<file path="src/rtl/pipe_credit_pkg.sv">
// ---------------------------------------------------------------------------
// pipe_credit_pkg
// Shared width helpers for pipe_credit_fifo and its valid shadow.
//   clog2_floor1   : ceil(log2(n)), never less than 1 (a 0-bit vector is illegal)
//   ptr_width      : FIFO read/write pointer width for a given DEPTH
//   count_width    : FIFO occupancy width, must be able to hold DEPTH itself
//   inflight_width : in-flight counter width, must be able to hold LATENCY
// ---------------------------------------------------------------------------
package pipe_credit_pkg;

  function automatic int clog2_floor1(input int n);
    int r;
    r = 0;
    for (int i = 0; i < 31; i++) begin
      if ((32'sd1 <<< i) < n) begin
        r = i + 1;
      end
    end
    return (r < 1) ? 1 : r;
  endfunction

  function automatic int ptr_width(input int depth);
    return clog2_floor1(depth);
  endfunction

  function automatic int count_width(input int depth);
    return clog2_floor1(depth + 1);
  endfunction

  function automatic int inflight_width(input int latency);
    return clog2_floor1(latency + 1);
  endfunction

endpackage

</file>
<file path="src/rtl/pipe_credit_fifo_shadow.sv">
// ---------------------------------------------------------------------------
// pipe_valid_shadow
// Valid-bit shadow of a fixed-latency, non-stallable pipeline. A launch bit
// entering here comes out as 'arrive' exactly LATENCY cycles later, in the
// same cycle the matching data sits on the pipeline output.
// Ports:
//   clk    in  1  clock
//   reset  in  1  synchronous active-high reset, clears all shadow bits
//   launch in  1  an item enters the pipeline this cycle
//   arrive out 1  the item launched LATENCY cycles ago is on the output now
// ---------------------------------------------------------------------------
module pipe_valid_shadow #(
  parameter int LATENCY = 5
) (
  input  logic clk,
  input  logic reset,
  input  logic launch,
  output logic arrive
);

  if (LATENCY == 0) begin : g_lat0
    // No pipeline stages: the item is on the output in its launch cycle.
    assign arrive = launch;
  end else if (LATENCY == 1) begin : g_lat1
    logic r_shadow;

    // Single-stage shadow of the launch bit.
    always_ff @(posedge clk) begin
      if (reset) begin
        r_shadow <= 1'b0;
      end else begin
        r_shadow <= launch;
      end
    end

    assign arrive = r_shadow;
  end else begin : g_latn
    logic [LATENCY-1:0] r_shadow;

    // Multi-stage shadow: bit 0 takes the launch bit, the tail bit is arrive.
    always_ff @(posedge clk) begin
      if (reset) begin
        r_shadow <= '0;
      end else begin
        r_shadow <= {r_shadow[LATENCY-2:0], launch};
      end
    end

    assign arrive = r_shadow[LATENCY-1];
  end

endmodule

</file>
<file path="src/rtl/pipe_credit_fifo.sv">
// ---------------------------------------------------------------------------
// pipe_credit_fifo
// Output-side companion to a fixed-latency pipeline that cannot stall. Items
// leaving the pipeline are captured into a DEPTH-entry FIFO, presented
// downstream as a valid/ready stream, and issue credit is granted upstream
// only while FIFO occupancy plus in-flight items is below DEPTH.
// Ports:
//   clk         in   1          clock
//   reset       in   1          synchronous active-high reset
//   issue_valid in   1          upstream offers an item to the pipeline
//   issue_ready out  1          credit available; launch = valid & ready
//   pipe_data   in   BIT_WIDTH  pipeline output data
//   out_valid   out  1          FIFO head valid
//   out_ready   in   1          downstream accepts the head
//   out_data    out  BIT_WIDTH  FIFO head data
//   count       out  CW         FIFO occupancy
//   inflight    out  IW         launched items not yet captured
//   overflow    out  1          sticky: capture attempted while full
// ---------------------------------------------------------------------------
module pipe_credit_fifo
  import pipe_credit_pkg::*;
#(
  parameter int BIT_WIDTH = 10,
  parameter int LATENCY   = 5,
  parameter int DEPTH     = 8,
  localparam int CW = count_width(DEPTH),
  localparam int IW = inflight_width(LATENCY)
) (
  input  logic                 clk,
  input  logic                 reset,
  input  logic                 issue_valid,
  output logic                 issue_ready,
  input  logic [BIT_WIDTH-1:0] pipe_data,
  output logic                 out_valid,
  input  logic                 out_ready,
  output logic [BIT_WIDTH-1:0] out_data,
  output logic [CW-1:0]        count,
  output logic [IW-1:0]        inflight,
  output logic                 overflow
);

  localparam int PW = ptr_width(DEPTH);

  logic                 w_launch;
  logic                 w_arrive;
  logic                 w_pop;
  logic                 w_push;
  logic                 w_full;
  logic                 w_issue_ready_next;
  logic [PW-1:0]        w_wr_ptr_next;
  logic [PW-1:0]        w_rd_ptr_next;
  logic [CW-1:0]        w_count_next;
  logic [IW-1:0]        w_inflight_next;

  logic [PW-1:0]        r_wr_ptr;
  logic [PW-1:0]        r_rd_ptr;
  logic [CW-1:0]        r_count;
  logic [IW-1:0]        r_inflight;
  logic                 r_issue_ready;
  logic                 r_out_valid;
  logic                 r_overflow;
  logic [BIT_WIDTH-1:0] r_mem [DEPTH];

  pipe_valid_shadow #(
    .LATENCY (LATENCY)
  ) u_shadow (
    .clk    (clk),
    .reset  (reset),
    .launch (w_launch),
    .arrive (w_arrive)
  );

  assign w_launch = issue_valid & r_issue_ready;
  assign w_pop    = r_out_valid & out_ready;
  assign w_full   = (r_count == CW'(DEPTH));
  // A capture into a full FIFO is dropped; it only flags overflow.
  assign w_push   = w_arrive & ~w_full;

  // Next-state for pointers, occupancy, in-flight count and credit.
  always_comb begin
    w_wr_ptr_next = r_wr_ptr;
    w_rd_ptr_next = r_rd_ptr;

    if (w_push) begin
      if (r_wr_ptr == PW'(DEPTH - 1)) begin
        w_wr_ptr_next = '0;
      end else begin
        w_wr_ptr_next = r_wr_ptr + PW'(1);
      end
    end else begin
      w_wr_ptr_next = r_wr_ptr;
    end

    if (w_pop) begin
      if (r_rd_ptr == PW'(DEPTH - 1)) begin
        w_rd_ptr_next = '0;
      end else begin
        w_rd_ptr_next = r_rd_ptr + PW'(1);
      end
    end else begin
      w_rd_ptr_next = r_rd_ptr;
    end

    w_count_next    = r_count + CW'(w_push) - CW'(w_pop);
    w_inflight_next = r_inflight + IW'(w_launch) - IW'(w_arrive);
    // Credit is registered from next-state, so a pop frees credit one cycle
    // later and issue_ready never depends combinationally on any input.
    w_issue_ready_next = ((32'(w_count_next) + 32'(w_inflight_next)) < 32'(DEPTH));
  end

  // State registers; reset wins over launch, arrive and pop.
  always_ff @(posedge clk) begin
    if (reset) begin
      r_wr_ptr      <= '0;
      r_rd_ptr      <= '0;
      r_count       <= '0;
      r_inflight    <= '0;
      r_issue_ready <= 1'b1;
      r_out_valid   <= 1'b0;
      r_overflow    <= 1'b0;
      for (int i = 0; i < DEPTH; i++) begin
        r_mem[i] <= '0;
      end
    end else begin
      r_wr_ptr      <= w_wr_ptr_next;
      r_rd_ptr      <= w_rd_ptr_next;
      r_count       <= w_count_next;
      r_inflight    <= w_inflight_next;
      r_issue_ready <= w_issue_ready_next;
      r_out_valid   <= (w_count_next != '0);
      if (w_arrive & w_full) begin
        r_overflow <= 1'b1;
      end
      if (w_push) begin
        r_mem[r_wr_ptr] <= pipe_data;
      end
    end
  end

  assign issue_ready = r_issue_ready;
  assign out_valid   = r_out_valid;
  // Read from registered storage only: an arriving item is not visible here
  // until the cycle after its capture.
  assign out_data    = r_mem[r_rd_ptr];
  assign count       = r_count;
  assign inflight    = r_inflight;
  assign overflow    = r_overflow;

endmodule
</file>
<file path="config.mk">
export PLATFORM = sky130hd
export DESIGN_NAME = pipe_credit_fifo
export DESIGN_NICKNAME = d
export VERILOG_FILES = /design/src/rtl/pipe_credit_pkg.sv /design/src/rtl/pipe_credit_fifo_shadow.sv /design/src/rtl/pipe_credit_fifo.sv
export SDC_FILE = /design/constraint.sdc
export NUM_CORES = 1
export LEC_CHECK = 0
export CAP_MARGIN = 20
export CORE_MARGIN = 5
export CORE_UTILIZATION = 35
export DETAILED_ROUTE_END_ITERATION = 16
export GPL_TIMING_DRIVEN = 1
export SKIP_CTS_REPAIR_TIMING = 1
export SKIP_LAST_GASP = 1
export SYNTH_ARGS = -nofsm -noshare
export SYNTH_HDL_FRONTEND = slang
export SYNTH_SLANG_ARGS = --single-unit
</file>
<file path="constraint.sdc">
create_clock -name clk -period 2.7 [get_ports clk]
set_clock_uncertainty 0.05 [all_clocks]
set_input_delay 0.405 -clock clk [delete_from_list [all_inputs] [get_ports clk]]
set_output_delay 0.405 -clock clk [all_outputs]
set_load 0.05 [all_outputs]
</file>
==> out/metrics.cfg <==
[global_route]
antenna_found_initial = 0
grt_pass1_wl_um = 16000
globalRouteTotalUtil_pct = 13.1
grt_pass1_vias = 2926
grt_max_degree = 30
grt.overflow.total = 0

[routing]
drtIter0Drc = 262
drc_errors = 0
first_pass_iters = 4
antenna_left = 0
vias = 2832
wire_per_inst_um = 18.2
avgViaCountPerCell = 4.97
drt-total-wl_um = 10400

[clock_network]
cts_tree = yes
cts_buffers = 9
cts_sinks = 104
clkTransAtPathRegs_ns = 0.07
max-clock-path-buffers = 2
ctsRootBufferMaster = clkbuf_16
clkLatencyLatePin_ns = 0.35
htreeDepth = 3

[setup_path]
start_kind = flop
r2r_start = count[2]$_SDFF_PP0_
required_ns = 2.95
r2r_end = issue_ready$_SDFF_PP1_
crit_arrival_ns = 3.00
r2r_cells = 14
ff2ff_setup_slack_ns = -0.06
critPathMaxFanout = 2
end_kind = flop
crit_type = flop to flop

[sta]
layout_setup_ws_ns = -0.0578
period_needed_ns = 2.76
final_max_slew_viol_count = 0
slew_headroom_pct = 55.5
clock.fmax_mhz = 363
tightestPinTransition_ns = 0.667
rsz0062_at_grt = true
finalSetupTns_ns = -0.0578
period_share_pct = 102
hold_slack_ns = 0.395
hold_viol_final = 0
setup_viol = 1

[logic_synthesis]
synth_area_um2 = 4900
synth.avg_cell_area_um2 = 14.6
ys.flop_type = edfxtp_1
synth_fp_nets = 365
synthArstFlopShare_pct = 0
synth.yosys.seq_area_share_pct = 58.8
synth.distinct_cells = 39
synth-seq-cells = 104
yosys_warnings = 0
synthCells = 336
synth-edff-count = 80

[power]
p_leak_nw = 2.24
ir_drop_mv = 0.612
p_total_mw = 4.72
power_density_nw_per_um2 = 796

[finish]
antenna_cells = 0
nets = 415
utilization_pct = 42.8
fill_cells = 1246
area_growth_syn_to_layout_pct = 20.8
drive_gt1_share_pct = 24.6
final_area_um2 = 5920

[run_status]
status = complete, but fails checks
violations = negative setup slack

[min_path]
whs_path_depth = 1
worstHoldPathType = flop to flop
hp-start = u_shadow.g_latn.r_shadow[0]$_SDFF_PP0_
worstHoldEndpoint = u_shadow.g_latn.r_shadow[1]$_SDFF_PP0_

[placement]
place.gp.congestion = 0.806
dpl-instance-area_um2 = 5550
dpl.hpwl_um = 6650
placement.io_buffers = 33

[die]
dieHeight_um = 128
dieArea_um2 = 16500
core_um2 = 13800
initial_core_util_pct = 35.5
die_w_um = 128
rows = 43
io_pins = 34

[flow_run]
drv_cap = 0

[report_power, final]
group          switching (mW)  internal (mW)
Combinational           0.827          0.688
Clock                   0.582          0.723
Sequential             0.0599           1.84
[how the worst max path moves through the flow]
stage | start | endpoint | cells past startpoint
2_1_floorplan | count[2]$_SDFF_PP0_ | issue_ready$_SDFF_PP1_ | 14
3_3_place_gp | out_ready | issue_ready$_SDFF_PP1_ | 13
3_5_place_dp | out_ready | issue_ready$_SDFF_PP1_ | 13
4_1_cts | count[2]$_SDFF_PP0_ | issue_ready$_SDFF_PP1_ | 14
5_1_grt | count[2]$_SDFF_PP0_ | issue_ready$_SDFF_PP1_ | 14
6_report | count[2]$_SDFF_PP0_ | issue_ready$_SDFF_PP1_ | 14
[per-stage QoR]
stage / cells / worst slack (ns)
3_3_place_gp: 553 / -0.169
4_1_cts: 568 / -0.128
2_1_floorplan: 336 / -0.155
6_report: 570 / -0.0578
3_5_place_dp: 553 / -0.200
5_1_grt: 570 / -0.147
[critical path, cell delays in order, from the launching register on]
cell and delay [ns]:
dfxtp_4 0.35, inv_4 0.06, ha_4 0.12, or3b_4 0.38, nand2_2 0.09, ha_4 0.19
inv_2 0.06, ha_4 0.13, inv_2 0.04, fa_2 0.57, inv_2 0.05, ha_4 0.21
a31o_4 0.22, nand3_2 0.06, o311a_1 0.14
[cell type report]
cell class / count / area (um2) / share of cell area (%)
tap: 180 / 225 / 3.80
multi-input combinational: 201 / 1960 / 33.1
clock buffer: 10 / 229 / 3.87
timing repair buffer: 58 / 505 / 8.53
inverter: 12 / 47.5 / 0.803
clock inverter: 5 / 63.8 / 1.08
sequential: 104 / 2890 / 48.8
[registers in the layout (all words and copies together) (netlist names), named ones only]
signal,flops
r_mem,80
u_shadow.g_latn.r_shadow,5
count,4
inflight,3
r_rd_ptr,3
r_wr_ptr,3
issue_ready,1
out_valid,1
overflow,1
[cells in the final DEF, fill, tap and decap left out, drive strengths merged, types with 6 or more instances in the layout]
master and count:
mux4 20, clkbuf 10, ha 13, and2 82
nand2 6, dfxtp 24, clkdlybuf4s50 23, nor2b 8
buf 35, a21oi 8, mux2 10, inv 14
or2 9, edfxtp 80
[synth_stat cells, types with 6 or more instances]
library cell  instances  share of area (%)
and2_1               82                 10
or2_2                 9                1.1
mux4_1               20                 11
mux2_2               10                2.3
nand2_1               6               0.46
a21oi_1               8               0.82
inv_1                12               0.92
ha_1                 13                3.3
nor2b_1               8                1.0
dfxtp_1              24                9.8
edfxtp_1             80                 49
[routing by layer]
| layer | part of all wire [%] | vias to the layer above | global-route usage, % |
|---|---|---|---|
| met5 | 0 | - | 0 |
| met3 | 4.2 | 15 | 3.28 |
| met1 | 45 | 1415 | 16.6 |
| li1 | - | 1334 | - |
| met2 | 49 | 68 | 21.7 |
| met4 | 1.8 | 0 | 4.74 |
[cells by family (layout without fill, tap and decap cells)]
logic type               after synthesis  in the layout  synth area share (%)
AND/OR/NAND/NOR                      133            133                  17.9
flip-flops                           104            104                  58.8
multiplexers                          31             31                  13.2
buffers and inverters                 31             85                  2.99
AO/OA/AOI/OAI                         19             19                  2.45
adder cells (fa/ha/maj)               15             15                  4.13
XOR/XNOR                               3              3                 0.536
Power figures use the tool's default switching activity.
